==> src/rtl/mic_sample_capture.sv <==
// mic_sample_capture: SPI master front end for the PmodMIC3 (ADCS7476).
// Runs one 16-SCLK conversion frame per SAMPLE_DIV board cycles and publishes
// the 12-bit raw word plus a 10-bit display/audio sample.
// Optional feature macro: MIC_AVG_EN (wave_sample becomes a 4-sample mean).
module mic_sample_capture #(
  parameter int unsigned SAMPLE_DIV = 5000,
  parameter int unsigned SCLK_HALF  = 25
) (
  input  logic        clk_100,
  input  logic        rst_n,
  input  logic        mic_miso,
  output logic        mic_cs_n,
  output logic        mic_sclk,
  output logic [11:0] mic_in,
  output logic [9:0]  wave_sample,
  output logic        sample_valid,
  output logic        overrun
);

  localparam int unsigned PCNT_W  = (SAMPLE_DIV > 1) ? $clog2(SAMPLE_DIV) : 1;
  localparam int unsigned HCNT_W  = (SCLK_HALF > 0) ? $clog2(2 * SCLK_HALF) : 1;
  localparam int unsigned BCNT_W  = 4;
  localparam int unsigned SHIFT_W = 16;
  localparam int unsigned RAW_W   = 12;
  localparam int unsigned WAVE_W  = 10;

  typedef enum logic [1:0] {
    ST_IDLE,
    ST_SETUP,
    ST_SHIFT,
    ST_HOLD
  } state_e;

  state_e               state_q, state_d;
  logic [PCNT_W-1:0]    pcnt_q, pcnt_d;
  logic [HCNT_W-1:0]    hcnt_q, hcnt_d;
  logic [BCNT_W-1:0]    bcnt_q, bcnt_d;
  logic [SHIFT_W-1:0]   shift_q, shift_d;
  logic                 cs_n_q, cs_n_d;
  logic                 sclk_q, sclk_d;
  logic [RAW_W-1:0]     mic_in_q, mic_in_d;
  logic [WAVE_W-1:0]    wave_q, wave_d;
  logic                 valid_q, valid_d;
  logic                 overrun_q, overrun_d;

  logic                 tick_c;
  logic                 half_end_c;
  logic                 period_end_c;
  logic                 publish_c;
  logic [WAVE_W-1:0]    new_wave_c;

  // The leading-zero bits age out of the register; only bit 15 is never read.
  logic                 unused_shift_msb;
  assign unused_shift_msb = shift_q[SHIFT_W-1];

  // Period tick and SCLK phase boundaries decoded from the counters.
  assign tick_c       = (pcnt_q == PCNT_W'(SAMPLE_DIV - 1));
  assign half_end_c   = (hcnt_q == HCNT_W'(SCLK_HALF - 1));
  assign period_end_c = (hcnt_q == HCNT_W'(2 * SCLK_HALF - 1));
  assign publish_c    = (state_q == ST_HOLD) && half_end_c;
  assign new_wave_c   = shift_q[RAW_W-1:RAW_W-WAVE_W];

  // FSM state register.
  always_ff @(posedge clk_100) begin
    if (!rst_n) begin
      state_q <= ST_IDLE;
    end else begin
      state_q <= state_d;
    end
  end

  // Next-state and frame-counter logic; SHIFT shifts MISO in as SCLK rises.
  always_comb begin
    state_d = state_q;
    hcnt_d  = hcnt_q;
    bcnt_d  = bcnt_q;
    shift_d = shift_q;
    unique case (state_q)
      ST_IDLE: begin
        if (tick_c) begin
          state_d = ST_SETUP;
          hcnt_d  = '0;
        end
      end
      ST_SETUP: begin
        if (half_end_c) begin
          state_d = ST_SHIFT;
          hcnt_d  = '0;
          bcnt_d  = '0;
        end else begin
          hcnt_d = hcnt_q + 1'b1;
        end
      end
      ST_SHIFT: begin
        if (half_end_c) begin
          shift_d = {shift_q[SHIFT_W-2:0], mic_miso};
          if (bcnt_q == BCNT_W'(SHIFT_W - 1)) begin
            // High half of the last SCLK period is spent in HOLD.
            state_d = ST_HOLD;
            hcnt_d  = '0;
          end else begin
            hcnt_d = hcnt_q + 1'b1;
          end
        end else if (period_end_c) begin
          hcnt_d = '0;
          bcnt_d = bcnt_q + 1'b1;
        end else begin
          hcnt_d = hcnt_q + 1'b1;
        end
      end
      ST_HOLD: begin
        if (half_end_c) begin
          state_d = ST_IDLE;
        end else begin
          hcnt_d = hcnt_q + 1'b1;
        end
      end
      default: state_d = ST_IDLE;
    endcase
  end

  // Output logic: pin levels follow the next state so the pins are pure flops.
  always_comb begin
    cs_n_d    = (state_d == ST_IDLE);
    sclk_d    = !((state_d == ST_SHIFT) && (hcnt_d < HCNT_W'(SCLK_HALF)));
    pcnt_d    = tick_c ? '0 : pcnt_q + 1'b1;
    overrun_d = overrun_q | (tick_c && (state_q != ST_IDLE));
    mic_in_d  = mic_in_q;
    valid_d   = 1'b0;
    if (publish_c) begin
      mic_in_d = shift_q[RAW_W-1:0];
      valid_d  = 1'b1;
    end
  end

`ifdef MIC_AVG_EN
  logic [WAVE_W-1:0] hist0_q, hist0_d;
  logic [WAVE_W-1:0] hist1_q, hist1_d;
  logic [WAVE_W-1:0] hist2_q, hist2_d;
  logic [RAW_W-1:0]  avg_sum_c;

  // Running mean over the new sample and the three previous ones.
  always_comb begin
    hist0_d   = hist0_q;
    hist1_d   = hist1_q;
    hist2_d   = hist2_q;
    wave_d    = wave_q;
    avg_sum_c = RAW_W'(new_wave_c) + RAW_W'(hist0_q) + RAW_W'(hist1_q) + RAW_W'(hist2_q);
    if (publish_c) begin
      hist0_d = new_wave_c;
      hist1_d = hist0_q;
      hist2_d = hist1_q;
      wave_d  = avg_sum_c[RAW_W-1:RAW_W-WAVE_W];
    end
  end

  // Sample history registers.
  always_ff @(posedge clk_100) begin
    if (!rst_n) begin
      hist0_q <= '0;
      hist1_q <= '0;
      hist2_q <= '0;
    end else begin
      hist0_q <= hist0_d;
      hist1_q <= hist1_d;
      hist2_q <= hist2_d;
    end
  end
`else
  // Display sample is the raw word with the two LSBs dropped.
  always_comb begin
    wave_d = wave_q;
    if (publish_c) begin
      wave_d = new_wave_c;
    end
  end
`endif

  // Datapath and output registers.
  always_ff @(posedge clk_100) begin
    if (!rst_n) begin
      pcnt_q    <= '0;
      hcnt_q    <= '0;
      bcnt_q    <= '0;
      shift_q   <= '0;
      cs_n_q    <= 1'b1;
      sclk_q    <= 1'b1;
      mic_in_q  <= '0;
      wave_q    <= '0;
      valid_q   <= 1'b0;
      overrun_q <= 1'b0;
    end else begin
      pcnt_q    <= pcnt_d;
      hcnt_q    <= hcnt_d;
      bcnt_q    <= bcnt_d;
      shift_q   <= shift_d;
      cs_n_q    <= cs_n_d;
      sclk_q    <= sclk_d;
      mic_in_q  <= mic_in_d;
      wave_q    <= wave_d;
      valid_q   <= valid_d;
      overrun_q <= overrun_d;
    end
  end

  assign mic_cs_n     = cs_n_q;
  assign mic_sclk     = sclk_q;
  assign mic_in       = mic_in_q;
  assign wave_sample  = wave_q;
  assign sample_valid = valid_q;
  assign overrun      = overrun_q;

endmodule
==> config.mk <==
export PLATFORM = sky130hd
export DESIGN_NAME = mic_sample_capture
export DESIGN_NICKNAME = d
export VERILOG_FILES = /design/src/rtl/mic_sample_capture.sv
export SDC_FILE = /design/constraint.sdc
export NUM_CORES = 1
export LEC_CHECK = 0
export ABC_AREA = 1
export CAP_MARGIN = 20
export CORE_ASPECT_RATIO = 0.75
export CORE_MARGIN = 1
export CORE_UTILIZATION = 40
export DETAILED_ROUTE_END_ITERATION = 8
export PLACE_DENSITY = 0.61
export SYNTH_ARGS = -nofsm -noshare
export SYNTH_HDL_FRONTEND = slang
export SYNTH_SLANG_ARGS = --single-unit
==> constraint.sdc <==
create_clock -name clk_100 -period 2.4 [get_ports clk_100]
set_clock_uncertainty 0.15 [all_clocks]
set_input_delay 0.36 -clock clk_100 [delete_from_list [all_inputs] [get_ports clk_100]]
set_output_delay 0.36 -clock clk_100 [all_outputs]
set_load 0.02 [all_outputs]
==> flow_summary.yaml <==
timing:
  fin_crit_sh: 0.882
  rsz0062_at_grt: "false"
  period_needed_ps: 2120
  slew_violations: 0
  setup_tns_ps: 0
  tightestPinTransition_ps: 459
  slew_headroom: 0.694
  setup_viol: 0
  max_freq_mhz: 472
  hold_violations: 0
global_route:
  grt_overflow: 0
  grt_pass1_vias: 1898
  antenna_found_initial: 0
  grt_first_pass_wirelength_mm: 8.65
  grt.total_usage: 0.168
  grt_max_degree: 26
worst_hold_path:
  hold-path-cell-count: 1
  hp-class: "flop to flop"
cells_and_area:
  syn2layout_area_growth_pct: 16.8
  layout_common_cells: "82 x nor2_1, 53 x dfxtp_1, 50 x nand2_1"
  mostFrequentLayoutCell: "nor2_1"
  layout-drive-gt1-share: 0.0799
  final_nets: 371
  final_cells: 441
  antennaDiodeCount: 0
placement:
  post-place-cells: 433
  hpwl_mm: 3.73
  io_buffers: 28
  gp_congestion: 0.935
logic_synthesis:
  syn_inst: 341
  ys.flop_type: "dfxtp_1"
  syn-cell-area_sq_um: 2460
  synth_cell_types: 31
  synthArstFlopShare: 0
  ys_seq_area_frac: 0.432
  synth-edff-count: 0
  syn_area_per_cell_sq_um: 7.20
  synth_warnings: 0
  mappedNetlistNets: 350
  synth_seq_cells: 53
clock_tree:
  htreeDepth: 2
  cts.sinks: 53
  cts_buffers: 5
  cts_tree: "yes"
  cts_resized: 0
  worstSkewPairLatency_ps: 300
  root_buffer: "clkbuf_8"
  cts_buffer_depth: 2
  post_cts_buffers: 0
  cts.reportedPaths.clkPinSlew_ps: 100
  cts_hold_buf: 0
run:
  max-cap-violations: 0
die:
  start_util: 0.419
  dieWidth_um: 92.5
  die_h_um: 69.9
  ios: 29
  dieArea_sq_um: 6460
  placement_rows: 24
  fp.coreArea_sq_um: 5860
power:
  cell_internal_pwr_uw: 1210
  switchingPower_uw: 329
  power.share.clock: 0.401
  power_density_nw_per_um2: 536
  switching_share: 0.214
  p_leak_uw: 0.00112
  peakVddDrop_mv: 0.306
  power_frac_comb: 0.023
  seqPwrFrac: 0.576
drt:
  avgRoutedWirePerCell_um: 11.3
  vias: 2060
  drtPass1Iterations: 4
  dr.first_iter.drc_count: 103
  final_antenna_net_count: 0
  drt_wl_total_mm: 4.98
  via_per_inst: 4.67
  drc_errors: 0
critical_path:
  crit_path_end_kind: "flop"
  crit_type: "flop to flop"
  cp.required_ps: 2500
  reg2regPathDepth: 13
  arrival_ps: 2220
  cp_max_fo: 7
  startpoint_type: "flop"
outcome:
  outcome: "completed"
-- stage by stage --
step	area (sq um)	hold slack, ps	util	setup slack, ps	power [uW]
after detailed placement	2760	297	0.471	358	941
after global routing	2870	368	0.490	90.1	1590
after CTS	2870	317	0.490	329	1560
final	2870	314	0.490	282	1540
after floorplan	2460	268	-	540	930
after global placement	2760	282	0.471	416	940
-- layout make-up --
| class | instances | area [sq um] |
|---|---|---|
| clock buffers | 5 | 68.8 |
| clock inverters | 3 | 43.8 |
| fillers | 575 | 2990 |
| inverters | 35 | 131 |
| multi-input cells | 235 | 1150 |
| flip-flops and latches | 53 | 1060 |
| well taps | 78 | 97.6 |
| repair buffers | 32 | 310 |
-- worst max-delay path, stage by stage, from the launching register on --
cell and delay (ps):
dfxtp_1 370, inv_1 120, ha_1 180, nand3_2 90, nor2_4 150, inv_1 90
ha_1 270, o21ai_0 160, o21ai_0 110, o21ai_0 80, nand2_1 100, nand3_1 90
nand2_1 50, nand2_1 40
-- logic make-up after synthesis --
logic type / after synthesis / synth area share
buffers and inverters: 53 / 0.0978
adder cells (fa/ha/maj): 6 / 0.0306
flip-flops: 53 / 0.432
XOR/XNOR: 3 / 0.0107
AND/OR/NAND/NOR: 173 / 0.312
AO/OA/AOI/OAI: 53 / 0.117
-- worst paths after layout --
kind,slack (ps),start,end
worst min register to register,310,pcnt_q[0],pcnt_q[0]
worst min-delay path,310,pcnt_q[0],pcnt_q[0]
worst max-delay path,280,hcnt_q[0],mic_sclk
worst max register to register,280,hcnt_q[0],mic_sclk
-- per-layer routing --
| metal | share of wire | global-route usage |
|---|---|---|
| met4 | 0.0038 | 0.0365 |
| met1 | 0.56 | 0.253 |
| met5 | 0 | 0 |
| met3 | 0.047 | 0.0414 |
| met2 | 0.39 | 0.241 |
-- registers in the layout, indices dropped and copies added (netlist names) --
signal and count:
hcnt_q 6, mic_cs_n 1, sample_valid 1, mic_in 12, overrun 1, pcnt_q 13, bcnt_q 4, shift_q 12
mic_sclk 1, state_q 2
-- power groups by stage --
stage / combinational (uW) / sequential, uW / clock (uW)
2_1_floorplan: 24.3 / 906 / 0
3_3_place_gp: 34.5 / 906 / 0
3_5_place_dp: 35.0 / 906 / 0
4_1_cts: 35.1 / 886 / 641
5_1_grt: 41.2 / 887 / 667
6_report: 34.8 / 886 / 617
-- cells in the mapped netlist (4+ instances only) --
master / count / share of area
nor2_1: 82 / 0.13
inv_1: 33 / 0.050
nand2_2: 4 / 0.010
nand4_1: 4 / 0.010
clkbuf_1: 5 / 0.0076
nand3_1: 14 / 0.029
dfxtp_1: 53 / 0.43
buf_4: 10 / 0.031
ha_1: 6 / 0.031
o21ai_0: 32 / 0.065
a21oi_1: 13 / 0.026
nor3_1: 6 / 0.012
nand2_1: 50 / 0.076
Power figures use the tool's default switching activity.
